==> config.mk <==
export PLATFORM = sky130hd
export DESIGN_NAME = nebula_noc_packet_bridge
export DESIGN_NICKNAME = d
export VERILOG_FILES = /design/src/rtl/nebula_pkg.sv /design/src/rtl/nebula_sync_fifo.sv /design/src/rtl/nebula_noc_packet_bridge.sv
export SDC_FILE = /design/constraint.sdc
export NUM_CORES = 1
export LEC_CHECK = 0
export CAP_MARGIN = 20
export CORE_UTILIZATION = 40
export CTS_BUF_LIST = sky130_fd_sc_hd__clkbuf_16
export DETAILED_ROUTE_END_ITERATION = 7
export HOLD_SLACK_MARGIN = 0.06
export PLACE_DENSITY = 0.71
export SETUP_SLACK_MARGIN = 0.02
export SLEW_MARGIN = 20
export SYNTH_ARGS = -nofsm -noshare
export SYNTH_HDL_FRONTEND = slang
export SYNTH_SLANG_ARGS = --single-unit
==> constraint.sdc <==
create_clock -name clk -period 15.2 [get_ports clk]
set_clock_uncertainty 0.05 [all_clocks]
set_input_delay 3.04 -clock clk [delete_from_list [all_inputs] [get_ports clk]]
set_output_delay 3.04 -clock clk [all_outputs]
set_load 0.05 [all_outputs]
==> src/rtl/nebula_pkg.sv <==
`default_nettype none
// ============================================================================
// Module   : nebula_pkg
// Purpose  : Flit types, head-field layout and error-bit indices for the
//            nebula NoC packet bridge.
// Revision : 1.0
// ============================================================================
package nebula_pkg;

   typedef enum logic [1:0] {
      FLIT_HEAD   = 2'b00,
      FLIT_BODY   = 2'b01,
      FLIT_TAIL   = 2'b10,
      FLIT_SINGLE = 2'b11
   } flit_type_e;

   localparam int ERR_DEST_MISMATCH = 0;
   localparam int ERR_PROTOCOL      = 1;
   localparam int ERR_BAD_LEN       = 2;

   localparam int HF_DEST_X = 0;

   function automatic int coord_width(input int size_x, input int size_y);
      int m;
      m = (size_x > size_y) ? size_x : size_y;
      return ($clog2(m) < 1) ? 1 : $clog2(m);
   endfunction

   // Head payload layout, LSB first: dest_x, dest_y, src_x, src_y, len, ts
   function automatic int hf_dest_y(input int cw);
      return cw;
   endfunction

   function automatic int hf_src_x(input int cw);
      return 2 * cw;
   endfunction

   function automatic int hf_src_y(input int cw);
      return 3 * cw;
   endfunction

   function automatic int hf_len(input int cw);
      return 4 * cw;
   endfunction

   function automatic int hf_ts(input int cw, input int lw);
      return 4 * cw + lw;
   endfunction

endpackage
`default_nettype wire

==> src/rtl/nebula_sync_fifo.sv <==
`default_nettype none
// ============================================================================
// Module   : nebula_sync_fifo
// Purpose  : Single-clock FIFO with first-word-fall-through read port.
// Revision : 1.0
// ============================================================================
module nebula_sync_fifo #(
   parameter int WIDTH = 8,
   parameter int DEPTH = 8
) (
   input  logic                     clk,
   input  logic                     rst,
   input  logic                     push,
   input  logic [WIDTH-1:0]         wdata,
   input  logic                     pop,
   output logic [WIDTH-1:0]         rdata,
   output logic                     full,
   output logic                     empty,
   output logic [$clog2(DEPTH):0]   count
);

   localparam int AW = $clog2(DEPTH);

   logic [WIDTH-1:0] r_mem [DEPTH];
   logic [AW-1:0]    r_wr_ptr;
   logic [AW-1:0]    r_rd_ptr;
   logic [AW:0]      r_count;
   logic             w_do_pop;
   logic             w_do_push;

   assign w_do_pop  = pop && !empty;
   // A push into a full FIFO is only legal when the same-cycle pop frees a slot
   assign w_do_push = push && (!full || w_do_pop);

   always_ff @(posedge clk or posedge rst) begin
      if (rst) begin
         r_wr_ptr <= '0;
         r_rd_ptr <= '0;
         r_count  <= '0;
      end else begin
         if (w_do_push) r_wr_ptr <= r_wr_ptr + 1'b1;
         if (w_do_pop)  r_rd_ptr <= r_rd_ptr + 1'b1;
         case ({w_do_push, w_do_pop})
            2'b10:   r_count <= r_count + 1'b1;
            2'b01:   r_count <= r_count - 1'b1;
            default: r_count <= r_count;
         endcase
      end
   end

   always_ff @(posedge clk) begin
      if (w_do_push) r_mem[r_wr_ptr] <= wdata;
   end

   assign rdata = r_mem[r_rd_ptr];
   assign full  = (r_count == (AW+1)'(DEPTH));
   assign empty = (r_count == '0);
   assign count = r_count;

endmodule
`default_nettype wire

==> src/rtl/nebula_noc_packet_bridge.sv <==
`default_nettype none
// ============================================================================
// Module   : nebula_noc_packet_bridge
// Purpose  : NoC endpoint: packetises local sends, buffers/parses router flits.
//            Define NEBULA_BRIDGE_LATENCY_EN for timestamping and latency averaging.
// Revision : 1.0
// ============================================================================
module nebula_noc_packet_bridge
   import nebula_pkg::*;
#(
   parameter int NODE_X            = 0,
   parameter int NODE_Y            = 0,
   parameter int MESH_SIZE_X       = 4,
   parameter int MESH_SIZE_Y       = 4,
   parameter int DATA_WIDTH        = 64,
   parameter int MAX_PAYLOAD_FLITS = 4,
   parameter int RX_FIFO_DEPTH     = 8,
   parameter int TS_WIDTH          = 16
) (
   input  logic clk,
   input  logic rst,
   input  logic tx_req_valid,
   output logic tx_req_ready,
   input  logic [coord_width(MESH_SIZE_X, MESH_SIZE_Y)-1:0] tx_req_dest_x,
   input  logic [coord_width(MESH_SIZE_X, MESH_SIZE_Y)-1:0] tx_req_dest_y,
   input  logic [$clog2(MAX_PAYLOAD_FLITS+1)-1:0]           tx_req_len,
   input  logic [MAX_PAYLOAD_FLITS*DATA_WIDTH-1:0]          tx_req_data,
   output logic noc_flit_out_valid,
   input  logic noc_flit_out_ready,
   output logic [DATA_WIDTH+1:0] noc_flit_out,
   input  logic noc_flit_in_valid,
   output logic noc_flit_in_ready,
   input  logic [DATA_WIDTH+1:0] noc_flit_in,
   output logic rx_valid,
   input  logic rx_ready,
   output logic [DATA_WIDTH-1:0] rx_data,
   output logic [coord_width(MESH_SIZE_X, MESH_SIZE_Y)-1:0] rx_src_x,
   output logic [coord_width(MESH_SIZE_X, MESH_SIZE_Y)-1:0] rx_src_y,
   output logic rx_last,
   input  logic err_clr,
   output logic [31:0] packet_tx_count,
   output logic [31:0] packet_rx_count,
   output logic [15:0] avg_latency,
   output logic [7:0]  buffer_utilization,
   output logic [31:0] error_reg
);

   localparam int CW        = coord_width(MESH_SIZE_X, MESH_SIZE_Y);
   localparam int LW        = $clog2(MAX_PAYLOAD_FLITS + 1);
   localparam int FW        = DATA_WIDTH + 2;
   localparam int HF_DEST_Y = hf_dest_y(CW);
   localparam int HF_SRC_X  = hf_src_x(CW);
   localparam int HF_SRC_Y  = hf_src_y(CW);
   localparam int HF_LEN    = hf_len(CW);
   localparam int HF_TS     = hf_ts(CW, LW);

   localparam logic [1:0] TX_IDLE    = 2'd0;
   localparam logic [1:0] TX_HEAD    = 2'd1;
   localparam logic [1:0] TX_PAYLOAD = 2'd2;

   localparam logic [1:0] RX_WAIT_HEAD = 2'd0;
   localparam logic [1:0] RX_DELIVER   = 2'd1;
   localparam logic [1:0] RX_DROP      = 2'd2;

   logic [1:0]                            r_tx_state, w_tx_next;
   logic [CW-1:0]                         r_tx_dx, r_tx_dy;
   logic [LW-1:0]                         r_tx_len, r_tx_idx;
   logic [MAX_PAYLOAD_FLITS*DATA_WIDTH-1:0] r_tx_data;
   logic [TS_WIDTH-1:0]                   r_tx_ts, w_head_ts;
   logic [DATA_WIDTH-1:0]                 w_head_pay;
   logic                                  w_bad_len, w_out_hs, w_tx_last, w_tx_done;
   logic [31:0]                           r_tx_count, r_rx_count, r_err, w_err_set;

   logic [1:0]          r_rx_state, w_rx_next;
   logic [FW-1:0]       w_fifo_q;
   logic                w_full, w_empty, w_pop;
   logic [$clog2(RX_FIFO_DEPTH):0] w_count;
   flit_type_e          w_ftype;
   logic [DATA_WIDTH-1:0] w_fpay;
   logic                w_is_head, w_dest_ok, w_head_take, w_rx_done;
   logic                w_rx_dest_err, w_rx_proto_err;
   logic [CW-1:0]       r_rx_sx, r_rx_sy;
   logic [LW-1:0]       r_rx_len;
   logic [TS_WIDTH-1:0] r_rx_ts, w_done_ts;

   // ---------------------------------------------------------------- egress
   assign w_bad_len = (tx_req_len > LW'(MAX_PAYLOAD_FLITS));
   assign w_out_hs  = noc_flit_out_valid && noc_flit_out_ready;
   assign w_tx_last = (r_tx_idx == r_tx_len - 1'b1);
   assign w_tx_done = w_out_hs && (((r_tx_state == TX_HEAD) && (r_tx_len == '0)) ||
                                   ((r_tx_state == TX_PAYLOAD) && w_tx_last));

   always_ff @(posedge clk or posedge rst) begin
      if (rst) r_tx_state <= TX_IDLE;
      else     r_tx_state <= w_tx_next;
   end

   always_comb begin
      w_tx_next = r_tx_state;
      case (r_tx_state)
         TX_IDLE:    if (tx_req_valid && !w_bad_len) w_tx_next = TX_HEAD;
         TX_HEAD:    if (w_out_hs) w_tx_next = (r_tx_len == '0) ? TX_IDLE : TX_PAYLOAD;
         TX_PAYLOAD: if (w_out_hs && w_tx_last) w_tx_next = TX_IDLE;
         default:    w_tx_next = TX_IDLE;
      endcase
   end

   always_comb begin
      tx_req_ready       = 1'b0;
      noc_flit_out_valid = 1'b0;
      noc_flit_out       = '0;
      w_head_pay         = '0;
      w_head_pay[HF_DEST_X +: CW]      = r_tx_dx;
      w_head_pay[HF_DEST_Y +: CW]      = r_tx_dy;
      w_head_pay[HF_SRC_X  +: CW]      = CW'(NODE_X);
      w_head_pay[HF_SRC_Y  +: CW]      = CW'(NODE_Y);
      w_head_pay[HF_LEN    +: LW]      = r_tx_len;
      w_head_pay[HF_TS     +: TS_WIDTH] = r_tx_ts;
      case (r_tx_state)
         TX_IDLE: tx_req_ready = 1'b1;
         TX_HEAD: begin
            noc_flit_out_valid = 1'b1;
            noc_flit_out = {w_head_pay, (r_tx_len == '0) ? FLIT_SINGLE : FLIT_HEAD};
         end
         TX_PAYLOAD: begin
            noc_flit_out_valid = 1'b1;
            noc_flit_out = {r_tx_data[int'(r_tx_idx)*DATA_WIDTH +: DATA_WIDTH],
                            w_tx_last ? FLIT_TAIL : FLIT_BODY};
         end
         default: ;
      endcase
   end

   always_ff @(posedge clk or posedge rst) begin
      if (rst) begin
         r_tx_dx    <= '0;
         r_tx_dy    <= '0;
         r_tx_len   <= '0;
         r_tx_data  <= '0;
         r_tx_ts    <= '0;
         r_tx_idx   <= '0;
         r_tx_count <= '0;
      end else begin
         if (tx_req_valid && tx_req_ready && !w_bad_len) begin
            r_tx_dx   <= tx_req_dest_x;
            r_tx_dy   <= tx_req_dest_y;
            r_tx_len  <= tx_req_len;
            r_tx_data <= tx_req_data;
            r_tx_ts   <= w_head_ts;
         end
         if ((r_tx_state == TX_HEAD) && w_out_hs)         r_tx_idx <= '0;
         else if ((r_tx_state == TX_PAYLOAD) && w_out_hs) r_tx_idx <= r_tx_idx + 1'b1;
         if (w_tx_done) r_tx_count <= r_tx_count + 1'b1;
      end
   end

   // --------------------------------------------------------------- ingress
   nebula_sync_fifo #(.WIDTH(FW), .DEPTH(RX_FIFO_DEPTH)) u_rx_fifo (
      .clk   (clk),
      .rst   (rst),
      .push  (noc_flit_in_valid && noc_flit_in_ready),
      .wdata (noc_flit_in),
      .pop   (w_pop),
      .rdata (w_fifo_q),
      .full  (w_full),
      .empty (w_empty),
      .count (w_count)
   );

   assign noc_flit_in_ready = !w_full;
   assign w_ftype   = flit_type_e'(w_fifo_q[1:0]);
   assign w_fpay    = w_fifo_q[FW-1:2];
   assign w_is_head = (w_ftype == FLIT_HEAD) || (w_ftype == FLIT_SINGLE);
   assign w_dest_ok = (w_fpay[HF_DEST_X +: CW] == CW'(NODE_X)) &&
                      (w_fpay[HF_DEST_Y +: CW] == CW'(NODE_Y));

   always_ff @(posedge clk or posedge rst) begin
      if (rst) r_rx_state <= RX_WAIT_HEAD;
      else     r_rx_state <= w_rx_next;
   end

   always_comb begin
      w_rx_next = r_rx_state;
      case (r_rx_state)
         RX_WAIT_HEAD:
            if (!w_empty && (w_ftype == FLIT_HEAD)) w_rx_next = w_dest_ok ? RX_DELIVER : RX_DROP;
         RX_DELIVER:
            if (!w_empty && (w_ftype == FLIT_TAIL) && rx_ready) w_rx_next = RX_WAIT_HEAD;
         RX_DROP:
            if (!w_empty && (w_ftype == FLIT_TAIL)) w_rx_next = RX_WAIT_HEAD;
         default: w_rx_next = RX_WAIT_HEAD;
      endcase
   end

   always_comb begin
      rx_valid       = 1'b0;
      rx_last        = 1'b0;
      rx_data        = '0;
      w_pop          = 1'b0;
      w_rx_dest_err  = 1'b0;
      w_rx_proto_err = 1'b0;
      w_rx_done      = 1'b0;
      w_head_take    = 1'b0;
      case (r_rx_state)
         RX_WAIT_HEAD: if (!w_empty) begin
            w_pop = 1'b1;
            if (!w_is_head)      w_rx_proto_err = 1'b1;
            else if (!w_dest_ok) w_rx_dest_err  = 1'b1;
            else begin
               w_head_take = 1'b1;
               w_rx_done   = (w_ftype == FLIT_SINGLE);
            end
         end
         RX_DELIVER: if (!w_empty) begin
            if (w_is_head) begin
               w_pop          = 1'b1;
               w_rx_proto_err = 1'b1;
            end else begin
               rx_valid  = 1'b1;
               rx_data   = w_fpay;
               rx_last   = (w_ftype == FLIT_TAIL);
               w_pop     = rx_ready;
               w_rx_done = rx_ready && (w_ftype == FLIT_TAIL);
            end
         end
         RX_DROP: if (!w_empty) w_pop = 1'b1;
         default: ;
      endcase
   end

   // SINGLE completes in the cycle its head is seen, so its ts comes off the FIFO
   assign w_done_ts = (r_rx_state == RX_WAIT_HEAD) ? w_fpay[HF_TS +: TS_WIDTH] : r_rx_ts;

   always_ff @(posedge clk or posedge rst) begin
      if (rst) begin
         r_rx_sx    <= '0;
         r_rx_sy    <= '0;
         r_rx_len   <= '0;
         r_rx_ts    <= '0;
         r_rx_count <= '0;
      end else begin
         if (w_head_take) begin
            r_rx_sx  <= w_fpay[HF_SRC_X +: CW];
            r_rx_sy  <= w_fpay[HF_SRC_Y +: CW];
            r_rx_len <= w_fpay[HF_LEN +: LW];
            r_rx_ts  <= w_fpay[HF_TS +: TS_WIDTH];
         end
         if (w_rx_done) r_rx_count <= r_rx_count + 1'b1;
      end
   end

   // ---------------------------------------------------- errors and status
   always_comb begin
      w_err_set                    = '0;
      w_err_set[ERR_DEST_MISMATCH] = w_rx_dest_err;
      w_err_set[ERR_PROTOCOL]      = w_rx_proto_err;
      w_err_set[ERR_BAD_LEN]       = tx_req_valid && tx_req_ready && w_bad_len;
   end

   always_ff @(posedge clk or posedge rst) begin
      if (rst) r_err <= '0;
      else     r_err <= (err_clr ? 32'd0 : r_err) | w_err_set;
   end

`ifdef NEBULA_BRIDGE_LATENCY_EN
   logic [TS_WIDTH-1:0]        r_ts_cnt, r_avg, w_lat;
   logic                       r_lat_seen;
   logic signed [TS_WIDTH:0]   w_diff, w_step;

   assign w_head_ts = r_ts_cnt + 1'b1;
   assign w_lat     = r_ts_cnt - w_done_ts;
   assign w_diff    = $signed({1'b0, w_lat}) - $signed({1'b0, r_avg});
   assign w_step    = w_diff >>> 3;

   always_ff @(posedge clk or posedge rst) begin
      if (rst) begin
         r_ts_cnt   <= '0;
         r_avg      <= '0;
         r_lat_seen <= 1'b0;
      end else begin
         r_ts_cnt <= r_ts_cnt + 1'b1;
         if (w_rx_done) begin
            r_lat_seen <= 1'b1;
            r_avg      <= r_lat_seen ? (r_avg + w_step[TS_WIDTH-1:0]) : w_lat;
         end
      end
   end

   assign avg_latency = 16'(r_avg);
`else
   logic w_unused_ts;

   assign w_head_ts   = '0;
   assign avg_latency = '0;
   assign w_unused_ts = ^w_done_ts;
`endif

   logic w_unused;
   assign w_unused = ^r_rx_len;

   assign rx_src_x           = r_rx_sx;
   assign rx_src_y           = r_rx_sy;
   assign packet_tx_count    = r_tx_count;
   assign packet_rx_count    = r_rx_count;
   assign buffer_utilization = 8'(w_count);
   assign error_reg          = r_err;

endmodule
`default_nettype wire
==> impl_metrics.toml, run 1 <==
[outcome]
status = "complete, no violations"

[detailed_routing]
viasPerCell = 5.19
drc_errors = 0
drt-initial-drc-count = 1146
postRouteAntennaNets = 0
wire_per_inst_um = 23.1
vias = 19918
detail_route.first_pass.iterations = 5
routed_wl_um = 88800

[finish]
top_register = "u_rx_fifo.r_mem"
area_growth_pct = 26.5
mostFrequentLayoutCells = "clkdlybuf4s50_1 (545), edfxtp_1 (528), dfrtp_1 (346)"
final_cells = 3836
drive_gt1_share_pct = 24.5
final_net_count = 2920
largestRegisters = "u_rx_fifo.r_mem: 528 flops, r_tx_data: 256 flops"
largest_register_ffs = 528
layout_commonest_cell = "clkdlybuf4s50_1"

[cts]
cts.root.buffer_cell = "clkbuf_16"
clock-sinks = 879
ctsLongestPathBuffers = 3
cts_resized = 0
h-tree-depth = 3
cts_tree = "yes"
cts-buffers-inserted = 91
ctsHoldBuffers = 0
postCtsSetupBuffers = 0
clkSlewWorstSetupHoldPaths_ps = 60
clock_latency_ps = 670

[pwr]
combPwrFrac_pct = 31.4
seqPwrFrac_pct = 42.3
p_leak_nw = 16.9
power.internal_mw = 5.71
clockPowerShare_pct = 26.3
power.switching_mw = 2.60
p_per_area_nw_per_um2 = 181
ir_worst_vdd_v = 0.000136
sw_frac_of_total_pct = 31.3

[worst_setup_path]
reg2reg_to = "packet_rx_count[1]"
crit_path_end_kind = "primary output"
start_kind = "flip-flop"
worstPathRequired_ps = 12110
critPathMaxFanout = 50
crit_type = "flip-flop to primary output"
worstSetupStartpoint = "u_rx_fifo.r_rd_ptr[0]"
reg2reg_depth = 10
crit_arrival_ps = 5260
reg2reg_from = "u_rx_fifo.r_rd_ptr[0]"
regToRegSetupSlack_ps = 10620

[logic_synthesis]
synth-compound-area-share_pct = 0.630
ys_seq_area_share_pct = 67.8
synthMuxAreaShare_pct = 22.3
synth_seq_cells = 879
ys_top_cells_by_area = "edfxtp_1 (44%), dfrtp_1 (24%), mux4_2 (12%)"
ys_warn_count = 0
synth.avg_cell_area_sq_um = 18.1
synth_top_family_by_area = "multiplexers"
synth_edf_count = 528
synth_top_area_share_pct = 43.6
synth_xor_area_share_pct = 1.82
yosysTopAreaCell = "edfxtp_1"
syn_inst = 2010
ys.flop_type = "edfxtp_1"
synth-async-reset-ratio_pct = 39.9
syn_area_sq_um = 36300
synth_fa_ha_area_share_pct = 0.551
ys_types = 50
synthSimpleGateAreaFrac_pct = 4.51

[timing]
tightest_slew_ps = 1030
setup_tns_ps = 0
slew_violations = 0
hold_violations = 0
max_freq_mhz = 120
worst_slack_ps = 6850
rsz0062_at_grt = "false"
finalSetupViolations = 0
slew-limit-headroom_pct = 31.1
fin_crit_sh_pct = 54.9
min_period_ps = 8350

[place]
post-dp-hpwl_um = 57600
dp_slack_ps = 7410
portBuffers = 545
dpl.cell_count = 3650
gp_congestion = 0.798

[floorplan]
ios = 595
die_w_um = 303
core-area_sq_um = 90000
initial_core_util_pct = 40.4
row_count = 110
die_area_sq_um = 92100
die_y_um = 303

[global_routing]
grt_pass1_vias = 20976
antenna_found_initial = 23
grt_util_all_layers_pct = 18.8
grt_max_degree = 169
grt_overflow = 0
grt_pass1_wl_um = 129000

[run]
drv_cap = 0

[hold_path]
hp-class = "flip-flop to flip-flop"
whs_endpoint = "packet_rx_count[31]"
whs_path_depth = 1
min-delay-start = "packet_rx_count[31]"
power groups by stage:
stage	Combinational, mW	Sequential, mW	Clock [mW]
2_1_floorplan	1.95	3.46	0
3_3_place_gp	2.59	3.52	0
3_5_place_dp	2.65	3.57	0
4_1_cts	2.66	3.52	2.23
5_1_grt	2.80	3.59	2.33
6_report	2.61	3.52	2.18
cells in the mapped netlist (2+ instances only):
cell type and count:
edfxtp_1 528, and2_1 64, a21oi_1 4, nand2b_1 3, xnor2_1 27, xor2_1 46, nor3b_1 6, buf_1 18
o21ai_0 12, mux2_2 271, a22o_1 9, nand2_1 49, nor4_2 4, ha_1 16, mux2i_1 63, nand3b_1 3
nor2b_1 4, or3_1 2, dfrtp_1 351, and3_1 10, buf_6 2, clkbuf_1 69, o22ai_1 3, mux4_2 196
nor2_1 91, nor4b_1 2, nand3_1 17, buf_2 16, nor4b_4 4, nor3_1 22, buf_4 49, inv_1 18
or2_2 2, and4_1 5, nand4_1 9
through the flow:
| stage | util [%] | total power, mW | area, sq um | hold slack, ps |
|---|---|---|---|---|
| after floorplan | - | 5.41 | 36500 | 423 |
| after global placement | 47.7 | 6.11 | 43000 | 412 |
| after detailed placement | 47.7 | 6.22 | 43000 | 420 |
| after CTS | 51.0 | 8.41 | 45900 | 427 |
| after global routing | 51.1 | 8.72 | 46000 | 450 |
| final | 51.1 | 8.32 | 46000 | 425 |
routing by layer:
metal	global-route usage, %	part of all wire [%]	up-vias
met5	0	0.17	-
met4	6.69	2.8	22
li1	-	-	8749
met3	5.98	7.9	165
met1	22.7	39	10315
met2	31.5	50	667
logic make-up after synthesis:
family                     Yosys count
xor gates and xnor gates            74
buffers and inverters              172
DFF                                879
adders and majority gates           16
and+or+nand+nor                    303
muxes                              531
other                                1
AOI/OAI and AO/OA                   34
final cells by class:
class / instances / area (sq um)
antenna: 15 / 37.5
multi-input combinational: 1007 / 11100
clock buffer: 92 / 2300
fill: 7266 / 44000
timing repair buffer: 571 / 5680
clock inverter: 78 / 663
sequential: 879 / 24700
inverter: 18 / 75.1
tap: 1176 / 1470
worst max-delay path: stages, from the launching register on:
cell             delay, ps
dfrtp_4                880
buf_4                  860
buf_4                  910
mux4_2                 610
mux2i_1                440
nor2_1                  80
clkdlybuf4s50_1        730
how the worst max path moves through the flow:
| stage | end | cells after the start |
|---|---|---|
| finish | rx_data[13] | 6 |
| CTS | rx_data[5] | 6 |
| floorplan | error_reg[0] | 1 |
| global route | rx_data[13] | 6 |
| global placement | rx_data[5] | 6 |
| detailed placement | rx_data[5] | 6 |
Note: power is estimated with default switching activity, not from simulation.
==> run 2: changes to the inputs <==
- PLACE_DENSITY: 0.71 -> 0.73
- clock period: 15.2 -> 6.8 ns (I/O delays scaled with it)
==> run 2 against run 1 <==
Critical path depth did not move. Register-to-register slack got worse by 8200 ps. Die area did not move. Clock power rose by 130%. Final area rose by 0.44%. Flip-flop and latch count did not move. Sequential share of layout area fell by 0.23 points. Critical path type unchanged. Combinational power rose by 130%. Highest routed layer unchanged. First-iteration DRC count rose by 28%. Worst hold slack improved by 1.1 ps.
==> impl_metrics.toml, run 2 (same netlist as run 1, synthesis figures left out) <==
[timing]
max_freq_mhz = 168
slew-limit-headroom_pct = 27.3
fin_crit_sh_pct = 87.4
rsz0062_at_grt = "false"
slew_violations = 0
setup_tns_ps = 0
finalSetupViolations = 0
hold_violations = 0
min_period_ps = 5950
tightest_slew_ps = 1090

[floorplan]
core-area_sq_um = 90000
die_w_um = 303
initial_core_util_pct = 40.4
die_area_sq_um = 92100
row_count = 110
die_y_um = 303
ios = 595

[detailed_routing]
viasPerCell = 5.24
routed_wl_um = 91900
vias = 20132
postRouteAntennaNets = 0
drc_errors = 0
drt-initial-drc-count = 1467
detail_route.first_pass.iterations = 5
wire_per_inst_um = 23.9

[finish]
mostFrequentLayoutCells = "clkdlybuf4s50_1 (545), edfxtp_1 (528), dfrtp_1 (346)"
layout_commonest_cell = "clkdlybuf4s50_1"
largest_register_ffs = 528
multi_input_area_sq_um = 11100
final_net_count = 2930
drive_gt1_share_pct = 24.8
top_register = "u_rx_fifo.r_mem"
area_growth_pct = 27.1
utilization_pct = 51.3
nFillCells = 7316
seqCellArea_sq_um = 24700
largestRegisters = "u_rx_fifo.r_mem: 528 flops, r_tx_data: 256 flops"

[worst_setup_path]
critPathMaxFanout = 63
crit_path_end_kind = "primary output"
worstPathRequired_ps = 5390
crit_type = "flip-flop to primary output"
reg2reg_depth = 9
crit_arrival_ps = 4540
start_kind = "flip-flop"

[global_routing]
use_met3_pct = 5.03
grt_util_all_layers_pct = 19.5
grt_max_degree = 143
grt_busiest_layer = "met2"
grt_overflow = 0
grt_pass1_vias = 20903
use_met2_pct = 33.0
grt_pass1_wl_um = 133000
antenna_found_initial = 28
grt_use_met1_pct = 23.8

[pwr]
power.switching_mw = 5.88
clockPowerShare_pct = 26.4
seqPwrFrac_pct = 42.2
power.internal_mw = 12.9
ir_worst_vdd_v = 0.000383
sw_frac_of_total_pct = 31.4
p_leak_nw = 17.0
combPwrFrac_pct = 31.5
p_per_area_nw_per_um2 = 406

[place]
gp_congestion = 0.852
portBuffers = 545
post-dp-hpwl_um = 61700

[cts]
clock-sinks = 879
cts_tree = "yes"
ctsLongestPathBuffers = 3
h-tree-depth = 3
cts_resized = 0
clock_latency_ps = 670
ctsHoldBuffers = 0
postCtsSetupBuffers = 0
cts-buffers-inserted = 92
clkSlewWorstSetupHoldPaths_ps = 60
cts.root.buffer_cell = "clkbuf_16"

[run]
drv_cap = 0

[hold_path]
hp-class = "flip-flop to flip-flop"
whs_path_depth = 1

[outcome]
status = "complete, no violations"
run 2: changes by cell type in the layout (fill, tap and decap cells not counted), moves of 2 or more:
| cell | change |
|---|---|
| buf_12 | +8 |
| clkinv_1 | -6 |
| inv_1 | +3 |
| clkinv_16 | -2 |
| clkinv_2 | -2 |
| clkinv_4 | +2 |
| diode_2 | -2 |
run 2: final timing paths:
| path | startpoint | end | slack, ps |
|---|---|---|---|
| min reg2reg | packet_tx_count[31] | packet_tx_count[31] | 430 |
| max reg2reg | u_rx_fifo.r_rd_ptr[0] | packet_rx_count[1] | 2450 |
| max | u_rx_fifo.r_rd_ptr[0] | rx_data[29] | 850 |
| min | packet_tx_count[31] | packet_tx_count[31] | 430 |
| min in group asynchronous | rst | r_tx_len[1] | 1150 |
| max in group asynchronous | rst | r_tx_data[109] | 4290 |
run 2: area by class of cell:
class,instances,share of cell area [%]
sequential,879,53.4
multi-input combinational,1007,24.1
timing repair buffer,580,12.7
clock buffer,93,5.04
tap,1176,3.19
clock inverter,75,1.40
inverter,18,0.154
antenna,13,0.0704
run 2: power by group through the flow:
stage	sequential, mW	clock, mW	combinational, mW
after floorplan	7.72	0	4.37
after global placement	7.92	0	5.85
after detailed placement	8.02	0	5.98
after CTS	7.92	5.05	6.01
after global routing	8.08	5.27	6.30
final	7.90	4.94	5.90
run 2: critical path: stages, from the launching register on:
cell             delay, ps
dfrtp_4                800
mux4_2                 570
mux2i_1                250
ha_1                   300
nand3_4                580
nor2_1                 380
clkdlybuf4s50_1        860
run 2: per-layer routing:
| layer | up-vias | share of wire, % |
|---|---|---|
| met3 | 172 | 7.4 |
| li1 | 8781 | - |
| met2 | 737 | 51 |
| met1 | 10424 | 39 |
| met4 | 18 | 3.3 |
| met5 | - | 0.13 |
run 2: metrics by stage:
| step | power, mW | setup WS (ps) | hold slack (ps) | cells | area, sq um |
|---|---|---|---|---|---|
| global route | 19.6 | 558 | 448 | 3838 | 46200 |
| global placement | 13.8 | 1600 | 411 | 3657 | 43100 |
| CTS | 19.0 | 643 | 429 | 3827 | 46100 |
| finish | 18.7 | 854 | 426 | 3841 | 46200 |
| floorplan | 12.1 | 85.4 | 423 | 2058 | 36500 |
| detailed placement | 14.0 | 1480 | 420 | 3659 | 43200 |
